**config.mk**
```make
export PLATFORM = sky130hd
export DESIGN_NAME = alif_param_loader
export DESIGN_NICKNAME = d
export VERILOG_FILES = /design/src/rtl/alif_cfg_pkg.sv /design/src/rtl/alif_tick_divider.sv /design/src/rtl/alif_param_loader.sv
export SDC_FILE = /design/constraint.sdc
export NUM_CORES = 1
export LEC_CHECK = 0
export ABC_AREA = 1
export ABC_CLOCK_PERIOD_IN_PS = 2200
export CORE_ASPECT_RATIO = 0.9
export CORE_MARGIN = 2
export CORE_UTILIZATION = 35
export DETAILED_ROUTE_END_ITERATION = 7
export SYNTH_ARGS = -nofsm -noshare
export SYNTH_HDL_FRONTEND = slang
export SYNTH_HIERARCHICAL = 1
export SYNTH_SLANG_ARGS = --single-unit
```
**constraint.sdc**
```tcl
create_clock -name clk -period 2.2 [get_ports clk]
set_input_delay 0.44 -clock clk [delete_from_list [all_inputs] [get_ports clk]]
set_output_delay 0.44 -clock clk [all_outputs]
set_load 0.005 [all_outputs]
```
**src/rtl/alif_cfg_pkg.sv**
```systemverilog
// Shared types and constants for the ALIF neuron configuration loader.
// Frame layout: header, four payload bytes, XOR checksum.
package alif_cfg_pkg;

  typedef enum logic [1:0] {
    ST_IDLE,
    ST_LOAD,
    ST_CHECK,
    ST_COMMIT
  } cfg_state_t;

  localparam logic [7:0] HDR_BYTE_DEFAULT = 8'hA5;

  localparam int IDX_WEIGHT = 0;
  localparam int IDX_LEAK   = 1;
  localparam int IDX_THRMIN = 2;
  localparam int IDX_CYC    = 3;

  typedef struct packed {
    logic [2:0] weight;
    logic [7:0] leak_rate;
    logic [7:0] threshold_min;
    logic [3:0] leak_cycles;
  } alif_params_t;

  function automatic logic [7:0] frame_ck(input logic [7:0] p0, input logic [7:0] p1,
                                          input logic [7:0] p2, input logic [7:0] p3);
    return p0 ^ p1 ^ p2 ^ p3;
  endfunction

endpackage

```
**src/rtl/alif_tick_divider.sv**
```systemverilog
// Input-sampling tick: strobes once every (div+1) enabled cycles, restarting
// from the full period whenever the neuron is not enabled.
module alif_tick_divider (
  input  logic       clk,
  input  logic       reset,
  input  logic       load_i,
  input  logic [3:0] load_val_i,
  input  logic       en_i,
  output logic       strobe_o
);

  logic [3:0] div_q;
  logic [3:0] cnt_q;
  logic [3:0] cnt_d;

  always_comb begin
    cnt_d = cnt_q;
    if (load_i) begin
      cnt_d = load_val_i;
    end else if (!en_i || cnt_q == 4'd0) begin
      cnt_d = div_q;
    end else begin
      cnt_d = cnt_q - 4'd1;
    end
  end

  always_ff @(posedge clk) begin
    if (reset) begin
      div_q <= '0;
      cnt_q <= '0;
    end else begin
      cnt_q <= cnt_d;
      if (load_i) begin
        div_q <= load_val_i;
      end
    end
  end

  assign strobe_o = en_i && (cnt_q == 4'd0);

endmodule

```
**src/rtl/alif_param_loader.sv**
```systemverilog
// Framed, checksummed parameter loader for the ALIF neuron: validates host
// frames, commits them atomically, and sequences reset/enable/input ticks.
module alif_param_loader
  import alif_cfg_pkg::*;
#(
  parameter logic [7:0] HDR_BYTE    = HDR_BYTE_DEFAULT,
  parameter int         PAYLOAD_LEN = 4
) (
  input  logic       clk,
  input  logic       reset,
  input  logic       cfg_valid,
  input  logic [7:0] cfg_data,
  output logic       cfg_ready,
  input  logic       run,
  output logic [2:0] weight_a,
  output logic [7:0] leak_rate,
  output logic [7:0] threshold_min,
  output logic [3:0] leak_cycles,
  output logic       params_ready,
  output logic       neuron_reset,
  output logic       neuron_enable,
  output logic       input_enable,
  output logic       cfg_err
);

  localparam logic [1:0] LAST_IDX = 2'(PAYLOAD_LEN - 1);

  cfg_state_t   state_q, state_d;
  logic [1:0]   idx_q, idx_d;
  logic [7:0]   shadow_q [PAYLOAD_LEN];
  logic [PAYLOAD_LEN-1:0] shadow_we;
  alif_params_t active_q;
  logic         params_ready_q;
  logic         cfg_err_q;
  logic         accept;
  logic         commit;
  logic         reject;
  logic         frame_ok;

  assign cfg_ready = (state_q != ST_COMMIT);
  assign accept    = cfg_valid && cfg_ready;

  // The checksum is folded from the shadow bytes, so it always reflects
  // exactly the payload that would be committed.
  assign frame_ok = (cfg_data == frame_ck(shadow_q[IDX_WEIGHT], shadow_q[IDX_LEAK],
                                          shadow_q[IDX_THRMIN], shadow_q[IDX_CYC]))
                    && (shadow_q[IDX_THRMIN] != 8'd0);

  for (genvar gi = 0; gi < PAYLOAD_LEN; gi++) begin : g_shadow_we
    assign shadow_we[gi] = (state_q == ST_LOAD) && accept && (idx_q == 2'(gi));
  end

  always_comb begin
    state_d = state_q;
    idx_d   = idx_q;
    commit  = 1'b0;
    reject  = 1'b0;
    case (state_q)
      ST_IDLE: begin
        if (accept && cfg_data == HDR_BYTE) begin
          state_d = ST_LOAD;
          idx_d   = '0;
        end
      end
      ST_LOAD: begin
        if (accept) begin
          idx_d = idx_q + 2'd1;
          if (idx_q == LAST_IDX) begin
            state_d = ST_CHECK;
          end
        end
      end
      ST_CHECK: begin
        if (accept) begin
          if (frame_ok) begin
            commit  = 1'b1;
            state_d = ST_COMMIT;
          end else begin
            reject  = 1'b1;
            state_d = ST_IDLE;
          end
        end
      end
      ST_COMMIT: state_d = ST_IDLE;
      default:   state_d = ST_IDLE;
    endcase
  end

  always_ff @(posedge clk) begin
    if (reset) begin
      state_q        <= ST_IDLE;
      idx_q          <= '0;
      active_q       <= '0;
      params_ready_q <= 1'b0;
      cfg_err_q      <= 1'b0;
      for (int i = 0; i < PAYLOAD_LEN; i++) begin
        shadow_q[i] <= '0;
      end
    end else begin
      state_q <= state_d;
      idx_q   <= idx_d;
      for (int i = 0; i < PAYLOAD_LEN; i++) begin
        if (shadow_we[i]) begin
          shadow_q[i] <= cfg_data;
        end
      end
      if (commit) begin
        active_q.weight        <= shadow_q[IDX_WEIGHT][2:0];
        active_q.leak_rate     <= shadow_q[IDX_LEAK];
        active_q.threshold_min <= shadow_q[IDX_THRMIN];
        active_q.leak_cycles   <= shadow_q[IDX_CYC][3:0];
        params_ready_q         <= 1'b1;
        cfg_err_q              <= 1'b0;
      end else if (reject) begin
        cfg_err_q <= 1'b1;
      end
    end
  end

  assign weight_a      = active_q.weight;
  assign leak_rate     = active_q.leak_rate;
  assign threshold_min = active_q.threshold_min;
  assign leak_cycles   = active_q.leak_cycles;
  assign params_ready  = params_ready_q;
  assign cfg_err       = cfg_err_q;
  // The neuron sees its reset pulse during the single COMMIT cycle.
  assign neuron_reset  = (state_q == ST_COMMIT);
  assign neuron_enable = params_ready_q & run & ~neuron_reset;

  alif_tick_divider u_tick (
    .clk        (clk),
    .reset      (reset),
    .load_i     (commit),
    .load_val_i (shadow_q[IDX_CYC][7:4]),
    .en_i       (neuron_enable),
    .strobe_o   (input_enable)
  );

endmodule

```
== Yosys cells after proc, flatten, opt, wreduce, memory -nomap -nowiden ==
Memory sizes are Yosys's and may differ from the RTL's.
Cells that the tools add are included.
W data, S select, Z words.
Cells by class
  add/subtract/negate cells: 2
  eq/ne operators: 13
  mux-type cells: 35
  bitwise gates (word level): 10
  reductions and logical operators: 19
Operators with widths (number)
  $mux W8: 4
  $xor A8 B8 Y8: 3
  $mux W1: 20
  $mux W2: 7
  $logic_and A1 B1 Y1: 9
  $eq A2 B2 Y1 const B: 4
  $eq A8 B8 Y1: 1
  $eq A8 B8 Y1 const B: 1
  $mux W4: 2
  $ne A2 B2 Y1 const B: 4
  $pmux W2 S4: 1
  $reduce_bool A8 Y1: 1
  $eq A2 B1 Y1 const B: 2
  $logic_not A2 Y1: 2
  $logic_not A4 Y1: 1
  $or A1 B1 Y1: 4
  $pmux W2 S2: 1
  $reduce_and A4 Y1: 1
  $sub A4 B1 Y4 const B: 1
  $reduce_and A3 Y1: 1
  $add A2 B1 Y2 const B: 1
  $and A1 B1 Y1: 2
  $ne A2 B1 Y1 const B: 1
  $reduce_bool A2 Y1: 1
  other kinds (4): 4
Storage, ports and cells
  flip-flop bits (word level): 37
  bits in writable memories: 32
  output and inout bits: 29
  word-level logic and storage cells: 90
  memories: 1
Memories
  shadow_q: depth 4, bits a word 8, rd ports 4, clocked after memory_dff 0, wr ports 4, RTL line alif_param_loader.sv:30  | logic [7:0] shadow_q [PAYLOAD_LEN];

== Depth between registers and ports, before layout ==
Gate-level depths: netlist (run 1).
  word-level depth: 9
  gate-level depth with buffers: 17

== Hierarchy ==
The synthesis (run 1) kept the hierarchy.
By module, submodules not included
  alif_param_loader: instances 1, cells each 407, area an instance 3099.2 um2, sequential area each 1541.5 um2
  alif_tick_divider: instances 1, cells each 56, area an instance 375.4 um2, sequential area each 160.2 um2

== Worst setup path before layout (run 1) ==
OpenSTA, ideal clock, no wires.
  path type: input -> register
  start point: in cfg_valid
  end point: mem shadow_q[3][0], enable pin
  arrival time: 1.688 ns
  required time: 1.816 ns
  setup slack: 0.128 ns
  cell stages on the path: 4
  buffers on the path: 0
  cells stage by stage: inv_1 -> nor2_1 -> inv_1 -> o21ai_0
RTL lines
  from (decl): RTL line alif_param_loader.sv:11  | input logic cfg_valid,
  to (decl): RTL line alif_param_loader.sv:30

== Final worst setup path (run 1) ==
  start point: in run
  end point: out neuron_enable
On the way
  word-level cells in the longest chain between the ends: 2
Ends and longest elaborated chain
  from (decl): RTL line alif_param_loader.sv:14  | input logic run,
  $and A1 B1 Y1 (2 in series): RTL line alif_param_loader.sv:128  | assign neuron_enable = params_ready_q & run & ~neuron_reset;
  to (decl): RTL line alif_param_loader.sv:21  | output logic neuron_enable,
No other way between the ends.

==> flow_metrics.py, run 1 <==
metrics = {
    "critical_path": {
        "startpoint_type": "primary input",
        "reg2reg_from": "shadow_q[2][7]",
        "startpoint": "run",
        "cp_cell_sequence": "clkdlybuf4s50_1, nand2_1, nor2_2, buf_4, clkdlybuf4s50_1",
        "cp_common_cell": "clkdlybuf4s50_1",
        "cpPeakStageDelay_ns": 0.49,
        "crit_slowest_cell": "clkdlybuf4s50_1",
        "cp_max_fo": 2,
        "arrival_ns": 1.68,
        "critical-path-top-delay-family": "buffers and inverters",
        "critPathBufInv": 3,
        "crit_path_end_kind": "primary output",
        "cp_data_required_time_ns": 1.76,
        "path_class": "primary input to primary output",
    },
    "global_route": {
        "antenna_found_initial": 0,
        "grt_max_degree": 26,
        "grt_pass1_wl_um": 13200,
        "grt.total_usage": 0.160,
        "grt_pass1_vias": 2853,
        "gr-total-overflow": 0,
    },
    "place": {
        "place_inst": 646,
        "pre_cts_ws_ns": -0.0301,
        "portBuffers": 40,
        "place_congestion": 0.837,
        "hpwl_um": 6080,
    },
    "clock_network": {
        "cts_tree": "done",
        "cts.sinks": 69,
        "htree_levels": 3,
        "post_cts_buffers": 0,
        "cts-resized-gates": 0,
        "numCtsBuffers": 9,
        "cts_hold_buffers": 0,
        "cts_root_buf": "clkbuf_8",
        "cts.path.max_buffers": 2,
        "clock_latency_ns": 0.35,
        "path_clk_slew_ns": 0.06,
    },
    "job": {
        "cap_violations": 0,
    },
    "detailed_routing": {
        "first_pass_iters": 4,
        "wl_per_cell_um": 11.9,
        "drc": 0,
        "vias": 2967,
        "drt-vias-per-instance": 4.48,
        "postRouteAntennaNets": 0,
        "dr.first_iter.drc_count": 98,
        "drt-total-wl_um": 7900,
    },
    "final_layout": {
        "syn2layout_area_growth_pct": 27.1,
        "nNetsFinal": 548,
        "final.fill_count": 980,
        "final_cells": 662,
        "num_antenna_cells": 0,
        "layout-drive-gt1-share": 0.108,
    },
    "status": {
        "status": "finished clean",
    },
    "sta": {
        "tightest_slew_ns": 0.444,
        "finalSetupViolations": 0,
        "finalCritPeriodShare": 0.963,
        "rsz0062_at_grt": "false",
        "fin_crit_ns": 2.12,
        "drv_slew": 0,
        "setup_slack_ns": 0.0805,
        "slew_headroom": 0.703,
        "timing.fmax_mhz": 472,
        "hold_viol_final": 0,
        "finClkSkew_ns": 0.0105,
    },
    "logic_synthesis": {
        "synthesis.area_mm2": 0.00347,
        "synth_cell_types": 25,
        "synth-seq-cells": 69,
        "syn_nets": 480,
        "ys_seq_area_frac": 0.490,
        "syn_area_per_cell_um2": 7.50,
        "synth_cells": 463,
        "yosys_warnings": 6,
    },
    "pwr": {
        "vdd_ir_drop_max_v": 0.000303,
        "power.leakage_nw": 1.99,
        "power.density_mw_per_mm2": 597,
    },
    "die": {
        "initial_core_util": 0.360,
        "die_h_um": 98.5,
        "chipWidth_um": 109,
        "num_io_pins": 41,
        "rows": 34,
        "dieArea_mm2": 0.0107,
        "placeableCoreArea_mm2": 0.00966,
    },
    "hold_path": {
        "hold_path_class": "flip-flop to flip-flop",
        "min_from": "u_tick/div_q[2]",
    },
}
==> worst register-to-register path, stage by stage (launching register included) <==
cell	delay, ns
edfxtp_1	0.50
nor2_1	0.10
nand3_1	0.10
nor2_1	0.04
nor2_1	0.10
nand2_1	0.10
nor2_2	0.20
nand3_1	0.16
nor2_4	0.14
buf_12	0.16
nand3b_1	0.11
nand2_1	0.09
nor2_1	0.04
==> cells by family after synthesis <==
group,synth area share
buffers and inverters,0.0810
AO/OA/AOI/OAI,0.0295
adder cells (fa/ha/maj),0.0180
flip-flops,0.490
XOR/XNOR,0.0202
AND/OR/NAND/NOR,0.362
==> state kept, by name (all words and copies together) (netlist names) <==
signal	flops
cfg_err	1
idx_q	2
leak_cycles	4
leak_rate	8
params_ready	1
shadow_q	32
state_q	2
threshold_min	8
u_tick/cnt_q	4
u_tick/div_q	4
weight_a	3
==> layer usage <==
metal / routed length (µm) / up-vias / GRT usage
met2: 3610 / 64 / 0.256
met5: 0 / - / 0
met3: 443 / 17 / 0.0423
met1: 3650 / 1307 / 0.207
met4: 200 / 0 / 0.0621
li1: - / 1579 / -
==> through the flow <==
stage               cell area, µm²  TNS (ns)  total power [W]   util  hold WS (ns)
finish                        4420         0          0.00264  0.457         0.468
global route                  4420         0          0.00274  0.457         0.495
CTS                           4410         0          0.00267  0.457         0.475
detailed placement            4210    -0.111          0.00161  0.435         0.464
global placement              4210   -0.0566          0.00161  0.435         0.461
floorplan                     3470         0          0.00152      -         0.447
==> layout make-up <==
class | instances | area [µm²] | share of cell area
clock inverters | 2 | 11.3 | 0.00255
repair buffers | 67 | 643 | 0.146
clock buffers | 14 | 195 | 0.0442
flip-flops and latches | 69 | 1700 | 0.385
multi-input cells | 327 | 1490 | 0.338
inverters | 57 | 214 | 0.0484
well taps | 126 | 158 | 0.0357
==> cell usage in the layout, fill, tap and decap left out, drive strengths merged <==
cell type,Yosys,final
ha,5,5
inv,57,58
buf,6,27
clkdlybuf4s50,0,39
nor2,108,108
nand2,137,137
nand3b,10,10
edfxtp,32,32
xor2,2,2
o21ai,4,4
clkinv,0,1
nand3,35,35
xnor2,6,6
clkbuf,4,14
dfxtp,37,37
a21oi,15,15
dlymetal6s2s,0,1
nand4,2,2
nor4,2,2
a211oi,1,1
==> path summary, 6_finish.rpt <==
check | slack, ns | end | cells after the start
hold reg to reg | 0.47 | u_tick/div_q[2] | 2
setup / recovery | 0.08 | neuron_enable | 5
setup reg to reg | 0.26 | weight_a[1] | 12
hold / removal | 0.47 | u_tick/div_q[2] | 2
==> synth_stat cells <==
master | instances | area, µm²
dfxtp_1 | 37 | 741
nand3b_1 | 10 | 75.1
nand2_1 | 137 | 514
nand4_1 | 1 | 6.26
a211oi_1 | 1 | 7.51
nor2_4 | 1 | 11.3
buf_8 | 2 | 30.0
clkbuf_1 | 4 | 15.0
inv_1 | 51 | 191
nor2_1 | 101 | 379
o21ai_0 | 4 | 20.0
edfxtp_1 | 32 | 961
inv_2 | 6 | 22.5
buf_1 | 2 | 7.51
nor2_8 | 1 | 20.0
nor4_1 | 2 | 12.5
a21oi_1 | 15 | 75.1
nand4_4 | 1 | 21.3
nand3_1 | 33 | 165
xnor2_1 | 6 | 52.6
xor2_1 | 2 | 17.5
nand3_2 | 2 | 20.0
nor2_2 | 5 | 31.3
buf_4 | 2 | 15.0
ha_1 | 5 | 62.6
==> power by group <==
part	switching (W)	internal, W	total (W)
Clock	0.000476	0.000578	0.00105
Combinational	0.000123	0.0000845	0.000207
Sequential	0.0000178	0.00136	0.00138
Total	0.000617	0.00202	0.00264
Note: power is estimated with default switching activity, not from simulation.
==> inputs of run 2 (changes only) <==
CELL_PAD_IN_SITES_DETAIL_PLACEMENT = 1   (was default)
CELL_PAD_IN_SITES_GLOBAL_PLACEMENT = 1   (was default)
PLACE_DENSITY_LB_ADDON = 0.1   (was default)
==> flow_metrics.py, run 2 (same netlist as run 1, synthesis figures left out) <==
metrics = {
    "job": {
        "cap_violations": 0,
    },
    "critical_path": {
        "crit_path_end_kind": "primary output",
        "path_class": "primary input to primary output",
        "crit_slowest_cell": "clkdlybuf4s50_1",
        "startpoint_type": "primary input",
        "arrival_ns": 1.70,
        "rrSetupSlack_ns": 0.24,
        "cp_common_cell": "clkdlybuf4s50_1",
        "cp_data_required_time_ns": 1.76,
        "reg2reg_to": "leak_rate[7]",
        "reg2reg_from": "shadow_q[0][2]",
        "cpPeakStageDelay_ns": 0.48,
        "cp_cell_sequence": "clkdlybuf4s50_1, nand2_1, nor2_4, buf_4, clkdlybuf4s50_1",
        "rr_worst_depth": 13,
        "cp_max_fo": 2,
        "critical-path-top-delay-family": "buffers and inverters",
        "critPathBufInv": 3,
    },
    "sta": {
        "finClkSkew_ns": 0.0130,
        "drv_slew": 0,
        "timing.fmax_mhz": 468,
        "tightest_slew_ns": 0.375,
        "finalCritPeriodShare": 0.971,
        "finalSetupViolations": 0,
        "fin_hold_ws_ns": 0.485,
        "fin_crit_ns": 2.14,
        "setup-tns-final_ns": 0,
        "hold_viol_final": 0,
        "slew_headroom": 0.749,
    },
    "global_route": {
        "gr-total-overflow": 0,
        "grt_max_degree": 25,
        "antenna_found_initial": 0,
        "grt.total_usage": 0.192,
        "grt_pass1_vias": 3170,
        "grt_pass1_wl_um": 15600,
    },
    "final_layout": {
        "postLayoutCoreUtil": 0.463,
        "reg_top3": "shadow_q: 32 flops, leak_rate: 8 flops, threshold_min: 8 flops",
        "syn2layout_area_growth_pct": 28.6,
        "nNetsFinal": 552,
        "layout-drive-gt1-share": 0.119,
        "largest-register": "shadow_q",
        "mostFrequentLayoutCells": "nand2_1 (137), nor2_1 (100), inv_1 (51)",
        "largest_register_ffs": 32,
        "final_cells": 666,
        "final_common_cell": "nand2_1",
        "num_antenna_cells": 0,
    },
    "die": {
        "rows": 34,
        "die_h_um": 98.5,
        "initial_core_util": 0.360,
        "num_io_pins": 41,
        "dieArea_mm2": 0.0107,
        "placeableCoreArea_mm2": 0.00966,
        "chipWidth_um": 109,
    },
    "pwr": {
        "power.leakage_nw": 2.00,
        "power.density_mw_per_mm2": 601,
        "vdd_ir_drop_max_v": 0.000227,
    },
    "clock_network": {
        "post_cts_buffers": 0,
        "path_clk_slew_ns": 0.08,
        "htree_levels": 3,
        "numCtsBuffers": 9,
        "cts.sinks": 69,
        "cts_root_buf": "clkbuf_8",
        "cts.path.max_buffers": 2,
        "clock_latency_ns": 0.35,
        "cts_tree": "done",
    },
    "hold_path": {
        "min_from": "threshold_min[7]",
        "hold_end": "threshold_min[7]",
        "hold_path_class": "flip-flop to flip-flop",
        "hold_path_depth": 2,
    },
    "place": {
        "place_congestion": 0.862,
        "hpwl_um": 7530,
        "place_inst": 650,
        "portBuffers": 40,
    },
    "detailed_routing": {
        "drc": 0,
        "drt-vias-per-instance": 4.63,
        "vias": 3081,
        "dr.first_iter.drc_count": 76,
        "drt-total-wl_um": 9430,
        "postRouteAntennaNets": 0,
        "wl_per_cell_um": 14.2,
        "first_pass_iters": 4,
    },
    "status": {
        "status": "finished clean",
    },
}
## run 2: power by group
group | internal, W | switching (W) | total [W]
clock network | 0.000583 | 0.000510 | 0.00109
logic | 0.0000864 | 0.000130 | 0.000216
registers | 0.00136 | 0.0000181 | 0.00138
total | 0.00203 | 0.000658 | 0.00269
## run 2: worst max path at each step
| stage | start | endpoint | slack (ns) | depth (start not counted) |
|---|---|---|---|---|
| after CTS | run | neuron_enable | 0.03 | 5 |
| after detailed placement | cfg_data[0] | u_tick/cnt_q[1] | -0.10 | 14 |
| final | run | neuron_enable | 0.06 | 5 |
| after floorplan | cfg_valid | shadow_q[3][0] | 0.13 | 4 |
| after global placement | run | input_enable | -0.06 | 6 |
| after global routing | run | neuron_enable | -0.005 | 5 |
## run 2: cell type report
| cell class | count | area, µm² |
|---|---|---|
| fill | 1216 | 5190 |
| sequential | 69 | 1700 |
| multi-input combinational | 327 | 1500 |
| timing repair buffer | 71 | 682 |
| inverter | 57 | 214 |
| clock buffer | 13 | 191 |
| tap | 126 | 158 |
| clock inverter | 3 | 22.5 |
## run 2: repair_timing
action                                 in CTS  in global routing
gates resized for setup                     2                  2
pin swaps                                   1                  0
endpoints found under the hold margin       0                  0
setup endpoints to repair                   2                  1
hold buffers                                0                  0
## run 2: worst min-delay path, delay by kind of cell, from the launching register on
family           cells  cell delay (ns)
flip-flops           1             0.33
AND/OR/NAND/NOR      2             0.13
## run 2: metrics by stage
stage | setup WS, ns | instance area, µm² | power, W
after floorplan | 0.128 | 3470 | 0.00152
after global placement | -0.0560 | 4250 | 0.00162
after detailed placement | -0.101 | 4250 | 0.00162
after CTS | 0.0298 | 4460 | 0.00272
after global routing | -0.00544 | 4470 | 0.00280
final | 0.0634 | 4470 | 0.00269
## run 2: layer usage
layer,part of all wire,track usage
met2,0.48,0.324
met3,0.026,0.0437
met5,0,0
met4,0.015,0.0602
met1,0.48,0.243
==> inputs of run 3 (changes only) <==
ABC_CLOCK_PERIOD_IN_PS = default   (was 2200)
GPL_ROUTABILITY_DRIVEN = 0   (was default)
SKIP_CTS_REPAIR_TIMING = 1   (was default)
==> flow_metrics.py, run 3 (same netlist as run 1, synthesis figures left out) <==
metrics = {
    "sta": {
        "timing.fmax_mhz": 469,
        "finalCritPeriodShare": 0.970,
        "hold_viol_final": 0,
        "fin_crit_ns": 2.13,
        "fin_hold_ws_ns": 0.485,
        "setup-tns-final_ns": 0,
        "slew_headroom": 0.753,
        "finalSetupViolations": 0,
        "drv_slew": 0,
        "finClkSkew_ns": 0.0143,
        "tightest_slew_ns": 0.370,
    },
    "clock_network": {
        "cts_root_buf": "clkbuf_8",
        "cts.path.max_buffers": 2,
        "cts_tree": "done",
        "path_clk_slew_ns": 0.08,
        "cts.sinks": 69,
        "clock_latency_ns": 0.36,
        "numCtsBuffers": 9,
        "htree_levels": 3,
    },
    "final_layout": {
        "reg_top3": "shadow_q: 32 flops, leak_rate: 8 flops, threshold_min: 8 flops",
        "nNetsFinal": 553,
        "largest_register_ffs": 32,
        "mostFrequentLayoutCells": "nand2_1 (137), nor2_1 (100), inv_1 (51)",
        "largest-register": "shadow_q",
        "syn2layout_area_growth_pct": 29.0,
        "final_cells": 667,
        "final_common_cell": "nand2_1",
        "num_antenna_cells": 0,
        "multi_input_area_mm2": 0.00150,
        "final.fill_count": 1216,
        "layout-drive-gt1-share": 0.120,
        "regArea_mm2": 0.00170,
        "final_area_mm2": 0.00448,
    },
    "detailed_routing": {
        "drt-total-wl_um": 9510,
        "wl_per_cell_um": 14.3,
        "drc": 0,
        "vias": 3095,
        "postRouteAntennaNets": 0,
        "first_pass_iters": 4,
        "dr.first_iter.drc_count": 83,
        "drt-vias-per-instance": 4.64,
    },
    "die": {
        "rows": 34,
        "chipWidth_um": 109,
        "placeableCoreArea_mm2": 0.00966,
        "num_io_pins": 41,
        "dieArea_mm2": 0.0107,
        "initial_core_util": 0.360,
        "die_h_um": 98.5,
    },
    "pwr": {
        "power.density_mw_per_mm2": 600,
        "vdd_ir_drop_max_v": 0.000226,
        "power.leakage_nw": 2.02,
    },
    "place": {
        "placed_area_mm2": 0.00425,
        "place_inst": 650,
        "portBuffers": 40,
        "hpwl_um": 7530,
    },
    "critical_path": {
        "arrival_ns": 1.69,
        "critPathBufInv": 3,
        "crit_slowest_cell": "clkdlybuf4s50_1",
        "crit_path_end_kind": "primary output",
        "path_class": "primary input to primary output",
        "startpoint_type": "primary input",
        "cpPeakStageDelay_ns": 0.48,
        "cp_cell_sequence": "clkdlybuf4s50_1, nand2_1, nor2_4, buf_4, clkdlybuf4s50_1",
        "cp_common_cell": "clkdlybuf4s50_1",
        "cp_max_fo": 2,
        "critical-path-top-delay-family": "buffers and inverters",
        "cp_data_required_time_ns": 1.76,
    },
    "hold_path": {
        "hold_path_class": "flip-flop to flip-flop",
    },
    "global_route": {
        "grt.total_usage": 0.192,
        "antenna_found_initial": 0,
        "gr-total-overflow": 0,
        "grt_pass1_vias": 3166,
        "grt_pass1_wl_um": 15600,
        "grt_max_degree": 25,
    },
    "job": {
        "cap_violations": 0,
    },
    "status": {
        "status": "finished clean",
    },
}
## run 3: worst paths after layout
path	startpoint	endpoint	slack (ns)	cells past startpoint
min reg2reg	threshold_min[7]	threshold_min[7]	0.49	2
max	run	neuron_enable	0.07	5
min	threshold_min[7]	threshold_min[7]	0.49	2
max reg2reg	shadow_q[0][2]	u_tick/cnt_q[2]	0.24	14
## run 3: power by group
part           internal (W)  switching, W
Sequential          0.00136     0.0000181
Combinational     0.0000864      0.000130
Clock              0.000583      0.000511
## run 3: final cells by class
type	count	share of cell area
timing repair buffer	72	0.155
clock inverter	3	0.00503
inverter	57	0.0478
tap	126	0.0352
sequential	69	0.380
clock buffer	13	0.0427
multi-input combinational	327	0.335
## run 3: per-stage QoR
| stage | total power, W | worst slack [ns] | util |
|---|---|---|---|
| floorplan | 0.00152 | 0.128 | - |
| detailed placement | 0.00162 | -0.101 | 0.440 |
| finish | 0.00269 | 0.0662 | 0.464 |
| CTS | 0.00272 | -0.101 | 0.462 |
| global placement | 0.00162 | -0.0560 | 0.440 |
| global route | 0.00280 | -0.00530 | 0.464 |
## run 3: worst reg2reg max path, delay by kind of cell, from the launching register on
family	cells	cell delay, ns
flops	1	0.42
simple gates	11	1.25
compound gates	1	0.06
buf+inv	2	0.13
## run 3: layer usage
metal	wire (µm)	GRT usage	vias up	part of all wire
li1	-	-	1586	-
met1	4490	0.242	1461	0.47
met2	4630	0.324	40	0.49
met3	282	0.0437	8	0.030
met4	107	0.0602	0	0.011
met5	0	0	-	0
